[src/rtl/cpu_param_seq.sv]
// cpu_param_seq: parametrised IDLE/EXEC/WB instruction sequencer with flop register file and data memory.
// Build option CPU_SAT_ADD_EN: ADD clamps to the signed limits on overflow instead of wrapping.
module cpu_param_seq #(
   parameter int DATA_W    = 4,
   parameter int NUM_REGS  = 4,
   parameter int MEM_DEPTH = 16,
   localparam int RA_W     = $clog2(NUM_REGS),
   localparam int MA_W     = $clog2(MEM_DEPTH),
   localparam int F_W      = (2*RA_W >= MA_W) ? ((2*RA_W >= DATA_W) ? 2*RA_W : DATA_W)
                                              : ((MA_W >= DATA_W) ? MA_W : DATA_W),
   localparam int INSTR_W  = 3 + F_W + RA_W
) (
   input  logic               clk,
   input  logic               rst_n,
   input  logic [INSTR_W-1:0] instr,
   input  logic               instr_valid,
   output logic               instr_ready,
   output logic               done,
   output logic               overflow,
   input  logic [RA_W-1:0]    dbg_reg_sel,
   output logic [DATA_W-1:0]  dbg_reg_data,
   input  logic [MA_W-1:0]    dbg_mem_sel,
   output logic [DATA_W-1:0]  dbg_mem_data
);

   // Handshake: an instruction transfers on the rising edge where instr_valid && instr_ready;
   // instr_ready is high only in IDLE, and instr/instr_valid are ignored otherwise.

   typedef enum logic [1:0] {
      S_IDLE = 2'd0,
      S_EXEC = 2'd1,
      S_WB   = 2'd2
   } state_t;

   localparam logic [2:0] OP_ADD = 3'b000;
   localparam logic [2:0] OP_AND = 3'b001;
   localparam logic [2:0] OP_OR  = 3'b010;
   localparam logic [2:0] OP_NOT = 3'b011;
   localparam logic [2:0] OP_SLT = 3'b100;
   localparam logic [2:0] OP_ST  = 3'b101;
   localparam logic [2:0] OP_LD  = 3'b110;
   localparam logic [2:0] OP_LI  = 3'b111;

   localparam logic [MA_W:0] MEM_LIMIT = (MA_W+1)'(MEM_DEPTH);

`ifdef CPU_SAT_ADD_EN
   localparam logic [DATA_W-1:0] SAT_POS = {1'b0, {(DATA_W-1){1'b1}}};
   localparam logic [DATA_W-1:0] SAT_NEG = {1'b1, {(DATA_W-1){1'b0}}};
`endif

   state_t              r_state;
   state_t              w_next_state;
   logic [INSTR_W-1:0]  r_instr;
   logic [DATA_W-1:0]   r_regs [NUM_REGS];
   logic [DATA_W-1:0]   r_mem  [MEM_DEPTH];
   logic [DATA_W-1:0]   r_result;
   logic                r_ovf_cand;
   logic                r_overflow;
   logic                r_done;

   logic                w_accept;
   logic                w_exec;
   logic                w_commit;

   logic [2:0]          w_op;
   logic [F_W-1:0]      w_f;
   logic [RA_W-1:0]     w_rd;
   logic [RA_W-1:0]     w_rs;
   logic [RA_W-1:0]     w_rt;
   logic [MA_W-1:0]     w_addr;
   logic                w_addr_ok;
   logic [DATA_W-1:0]   w_a;
   logic [DATA_W-1:0]   w_b;
   logic [DATA_W-1:0]   w_rd_val;
   logic [DATA_W-1:0]   w_mem_rd;
   logic [DATA_W-1:0]   w_sum;
   logic                w_add_ovf;
   logic [DATA_W-1:0]   w_result;

   // Decode always works from the latched word, so instr may change while busy.
   assign w_op      = r_instr[INSTR_W-1 -: 3];
   assign w_f       = r_instr[RA_W +: F_W];
   assign w_rd      = r_instr[RA_W-1:0];
   assign w_rs      = w_f[F_W-1 -: RA_W];
   assign w_rt      = w_f[F_W-RA_W-1 -: RA_W];
   assign w_addr    = w_f[MA_W-1:0];
   assign w_addr_ok = ({1'b0, w_addr} < MEM_LIMIT);
   assign w_a       = r_regs[w_rs];
   assign w_b       = r_regs[w_rt];
   assign w_rd_val  = r_regs[w_rd];
   assign w_mem_rd  = w_addr_ok ? r_mem[w_addr] : '0;

   always_ff @(posedge clk or negedge rst_n) begin
      if (!rst_n) r_state <= S_IDLE;
      else        r_state <= w_next_state;
   end

   always_comb begin
      w_next_state = r_state;
      case (r_state)
         S_IDLE:  if (instr_valid) w_next_state = S_EXEC;
         S_EXEC:  w_next_state = S_WB;
         S_WB:    w_next_state = S_IDLE;
         default: w_next_state = S_IDLE;
      endcase
   end

   always_comb begin
      instr_ready = (r_state == S_IDLE);
      w_accept    = (r_state == S_IDLE) && instr_valid;
      w_exec      = (r_state == S_EXEC);
      w_commit    = (r_state == S_WB);
   end

   always_comb begin
      w_sum     = w_a + w_b;
      w_add_ovf = (w_a[DATA_W-1] == w_b[DATA_W-1]) && (w_sum[DATA_W-1] != w_a[DATA_W-1]);
      w_result  = '0;
      case (w_op)
         OP_ADD: begin
            w_result = w_sum;
`ifdef CPU_SAT_ADD_EN
            if (w_add_ovf) w_result = w_a[DATA_W-1] ? SAT_NEG : SAT_POS;
`endif
         end
         OP_AND:  w_result = w_a & w_b;
         OP_OR:   w_result = w_a | w_b;
         OP_NOT:  w_result = ~w_a;
         OP_SLT:  w_result = {{(DATA_W-1){1'b0}}, (w_a < w_b)};
         OP_ST:   w_result = w_rd_val;
         OP_LD:   w_result = w_mem_rd;
         OP_LI:   w_result = w_f[DATA_W-1:0];
         default: w_result = '0;
      endcase
   end

   always_ff @(posedge clk or negedge rst_n) begin
      if (!rst_n)        r_instr <= '0;
      else if (w_accept) r_instr <= instr;
   end

   always_ff @(posedge clk or negedge rst_n) begin
      if (!rst_n) begin
         r_result   <= '0;
         r_ovf_cand <= 1'b0;
      end else if (w_exec) begin
         r_result   <= w_result;
         r_ovf_cand <= w_add_ovf;
      end
   end

   // Architectural state only changes on the WB edge; a reset before it drops the write.
   always_ff @(posedge clk or negedge rst_n) begin
      if (!rst_n) begin
         for (int i = 0; i < NUM_REGS; i++)  r_regs[i] <= '0;
         for (int j = 0; j < MEM_DEPTH; j++) r_mem[j]  <= '0;
         r_overflow <= 1'b0;
         r_done     <= 1'b0;
      end else begin
         r_done <= w_commit;
         if (w_commit) begin
            if (w_op == OP_ST) begin
               if (w_addr_ok) r_mem[w_addr] <= r_result;
            end else begin
               r_regs[w_rd] <= r_result;
            end
            if (w_op == OP_ADD) r_overflow <= r_ovf_cand;
         end
      end
   end

   assign done         = r_done;
   assign overflow     = r_overflow;
   assign dbg_reg_data = r_regs[dbg_reg_sel];
   assign dbg_mem_data = ({1'b0, dbg_mem_sel} < MEM_LIMIT) ? r_mem[dbg_mem_sel] : '0;

endmodule

[config.mk]
export PLATFORM = sky130hd
export DESIGN_NAME = cpu_param_seq
export DESIGN_NICKNAME = d
export VERILOG_FILES = /design/src/rtl/cpu_param_seq.sv
export SDC_FILE = /design/constraint.sdc
export NUM_CORES = 1
export LEC_CHECK = 0
export CORE_MARGIN = 3
export CORE_UTILIZATION = 65
export DETAILED_ROUTE_END_ITERATION = 7
export PLACE_DENSITY_LB_ADDON = 0.1
export SKIP_CTS_REPAIR_TIMING = 1
export SLEW_MARGIN = 20
export SYNTH_ARGS = -nofsm -noshare
export SYNTH_HDL_FRONTEND = slang
export SYNTH_SLANG_ARGS = --single-unit
[constraint.sdc]
create_clock -name clk -period 3.8 [get_ports clk]
set_input_delay 0.95 -clock clk [delete_from_list [all_inputs] [get_ports clk]]
set_output_delay 0.95 -clock clk [all_outputs]
set_load 0.01 [all_outputs]
==> results.cfg <==
[sta]
worstMarginPinSlew_ns = 0.8148
relSlewSlack_pct = 45.68
max_freq_mhz = 278.2
min_period_over_period_pct = 94.58
rsz0062_at_grt = false
setup_viol = 0
finalHoldViolCount = 0
skew_ns = 0.01357
layout_setup_ws_ns = 0.2059
drv_slew = 0
fin_crit_ns = 3.594

[clock_network]
cts_buffer_depth = 2
clk_pin_slew_ns = 0.10
cts_made_buffers = 9
cts.sinks = 98
insertion_delay_ns = 0.37
clockRootBuffer = clkbuf_8
htreeDepth = 3
cts_tree = done

[drt]
drtAntennaViolNets = 0
detail_route.vias_per_cell = 7.022
vias = 3806
dr.pass1.iters = 5
drt-total-wl_um = 13280
wire_per_inst_um = 24.50
drc = 0
drt_iter0_drc = 392

[pwr]
p_per_area_mw_per_mm2 = 544.8
p_comb_share_pct = 33.5
p_sw_mw = 1.318
p_seq_share_pct = 47.4
swShare_pct = 38.71
max-vdd-ir-drop_mv = 0.4540
p_leak_nw = 2.816
clkPwrFrac_pct = 19.2
total_power_mw = 3.404
power.internal_mw = 2.086

[die]
dieArea_mm2 = 0.009897
die_h_um = 99.49
start_util_pct = 68.11
core-area_mm2 = 0.008341
pin_count = 29
rows = 33
die_w_um = 99.49

[worst_hold_path]
hold_class = flop to flop

[setup_path]
worstPathMaxFanout = 16
crit_type = input pin to output port
crit_path_max_incr_delay_ns = 0.51
slowest_stage = clkdlybuf4s50_1
crit_top_cell = mux4_2
cp.arrival_ns = 2.64
cpLargestDelayFamily = buffers and inverters
path_buf_inv = 3
crit_required_ns = 2.85
start_kind = input pin
end_kind = output port
path_cells = clkdlybuf4s50_1 -> buf_12 -> mux4_2 -> mux4_2 -> dlymetal6s2s_1

[layout]
syn_to_final_growth_pct = 9.978
fin_area_mm2 = 0.006247
finalNetCount = 463
nFillCells = 515
drive_gt1_share_pct = 38.67
insertedDiodeCount = 0
layout_common_cells = dfrtp_1 (97), mux2_2 (86), mux4_2 (50)
layout_commonest_cell = dfrtp_1

[global_routing]
grt_pass1_vias = 3964
grt.total_usage_pct = 28.87
antenna_found_initial = 0
grt_use_met1_pct = 43.39
met2_usage_pct = 42.25
grt_pass1_wl_um = 21790
grt_util_met3_pct = 7.363
busiest_layer = met1
grt_max_degree = 58
overflow = 0

[outcome]
status = finished clean

[synthesis]
ys.flop_type = dfrtp_1
synth_top_cell_by_area = dfrtp_1
synth_top_area_share_pct = 43.17
synth_fp_nets = 447
syn_inst = 416
async_reset_ff_share_pct = 100.0
synth-edff-count = 0
ys_seq_elements = 98
synthTopCellsByArea = dfrtp_1 (43%), mux4_2 (20%), mux2_2 (17%)
syn_area_mm2 = 0.005680
synth.distinct_cells = 53
ys_seq_area_share_pct = 43.17
synth_warnings = 0
postSynthAreaPerCell_um2 = 13.65

[place]
gp_congestion = 0.9224
dpl.hpwl_um = 9624
place_ws_ns = -0.3310
portBuffers = 28
placed_area_mm2 = 0.006026

[run]
drv_cap = 0
cells in the mapped netlist, types with 2 or more instances:
cell type / number
a2111oi_0: 2
a211oi_1: 3
a21o_1: 2
a21oi_1: 10
a22oi_1: 2
a31oi_1: 6
and3_1: 2
buf_1: 3
buf_2: 7
buf_4: 2
buf_6: 2
clkbuf_1: 15
dfrtp_1: 98
ha_1: 12
inv_1: 13
mux2_2: 86
mux2i_1: 3
mux4_2: 50
nand2_1: 21
nand2b_1: 6
nand3_1: 6
nand3b_1: 3
nor2_1: 17
nor2_2: 2
nor2b_1: 5
nor3_1: 3
o21ai_0: 8
xnor2_1: 2
power groups by stage:
stage                     Combinational (mW)  Clock (mW)  Sequential, mW
after floorplan                         1.00           0            1.34
after global placement                  1.08           0            1.60
after detailed placement                1.12           0            1.62
after CTS                               1.13       0.663            1.60
after global routing                    1.24       0.708            1.65
final                                   1.14       0.653            1.61
state kept, by name, indices dropped and copies added, names as in the netlist:
register / count
done: 1
r_regs: 16
overflow: 1
r_instr: 9
r_ovf_cand: 1
r_result: 4
r_mem: 64
r_state: 2
routing by layer:
layer / wire, um / part of all wire (%) / vias up
li1: - / - / 1607
met1: 5679 / 43 / 1966
met2: 6033 / 45 / 196
met3: 1141 / 8.6 / 37
met4: 426 / 3.2 / 0
met5: 0 / 0 / -
kinds of logic after synthesis:
| logic type | after synthesis | synth area share (%) |
|---|---|---|
| AO/OA/AOI/OAI | 43 | 4.956 |
| flip-flops | 98 | 43.17 |
| XOR/XNOR | 3 | 0.4626 |
| AND/OR/NAND/NOR | 76 | 7.423 |
| multiplexers | 140 | 37.60 |
| adder cells (fa/ha/maj) | 13 | 2.996 |
| buffers and inverters | 43 | 3.392 |
final timing paths:
path,slack [ns],cells after the start,to,start
worst max-delay path,0.21,5,dbg_mem_data[0],dbg_mem_sel[1]
worst min-delay path,0.51,2,r_ovf_cand,r_ovf_cand
worst max register to register,0.98,8,r_result[3],r_instr[4]
worst min register to register,0.51,2,r_ovf_cand,r_ovf_cand
max in group asynchronous,2.48,2,r_mem[11],rst_n
min in group asynchronous,0.63,1,r_mem[49],rst_n
layout make-up:
class	count	area (um^2)	area share, %
timing repair buffer	34	390.4	6.249
multi-input combinational	275	3035	48.59
tap	105	131.4	2.103
sequential	98	2454	39.27
clock inverter	6	56.30	0.9013
clock buffer	10	127.6	2.043
inverter	14	52.55	0.8412
worst register-to-register path, delay by kind of cell, from the launching register on:
kind	cells	cell delay (ns)
adders and majority gates	1	0.26
xor gates and xnor gates	1	0.16
muxes	1	0.65
DFF	1	0.79
buffers and inverters	1	0.15
AOI/OAI and AO/OA	4	0.74
metrics by stage:
stage / std cells / util (%) / setup TNS (ns) / hold WS, ns
floorplan: 416 / - / 0 / 0.4481
global placement: 525 / 72.25 / -1.174 / 0.4786
CTS: 541 / 74.45 / -1.276 / 0.5108
global route: 542 / 74.90 / 0 / 0.5381
detailed placement: 525 / 72.25 / -1.275 / 0.4871
finish: 542 / 74.90 / 0 / 0.5090
Note: power is estimated with default switching activity, not from simulation.
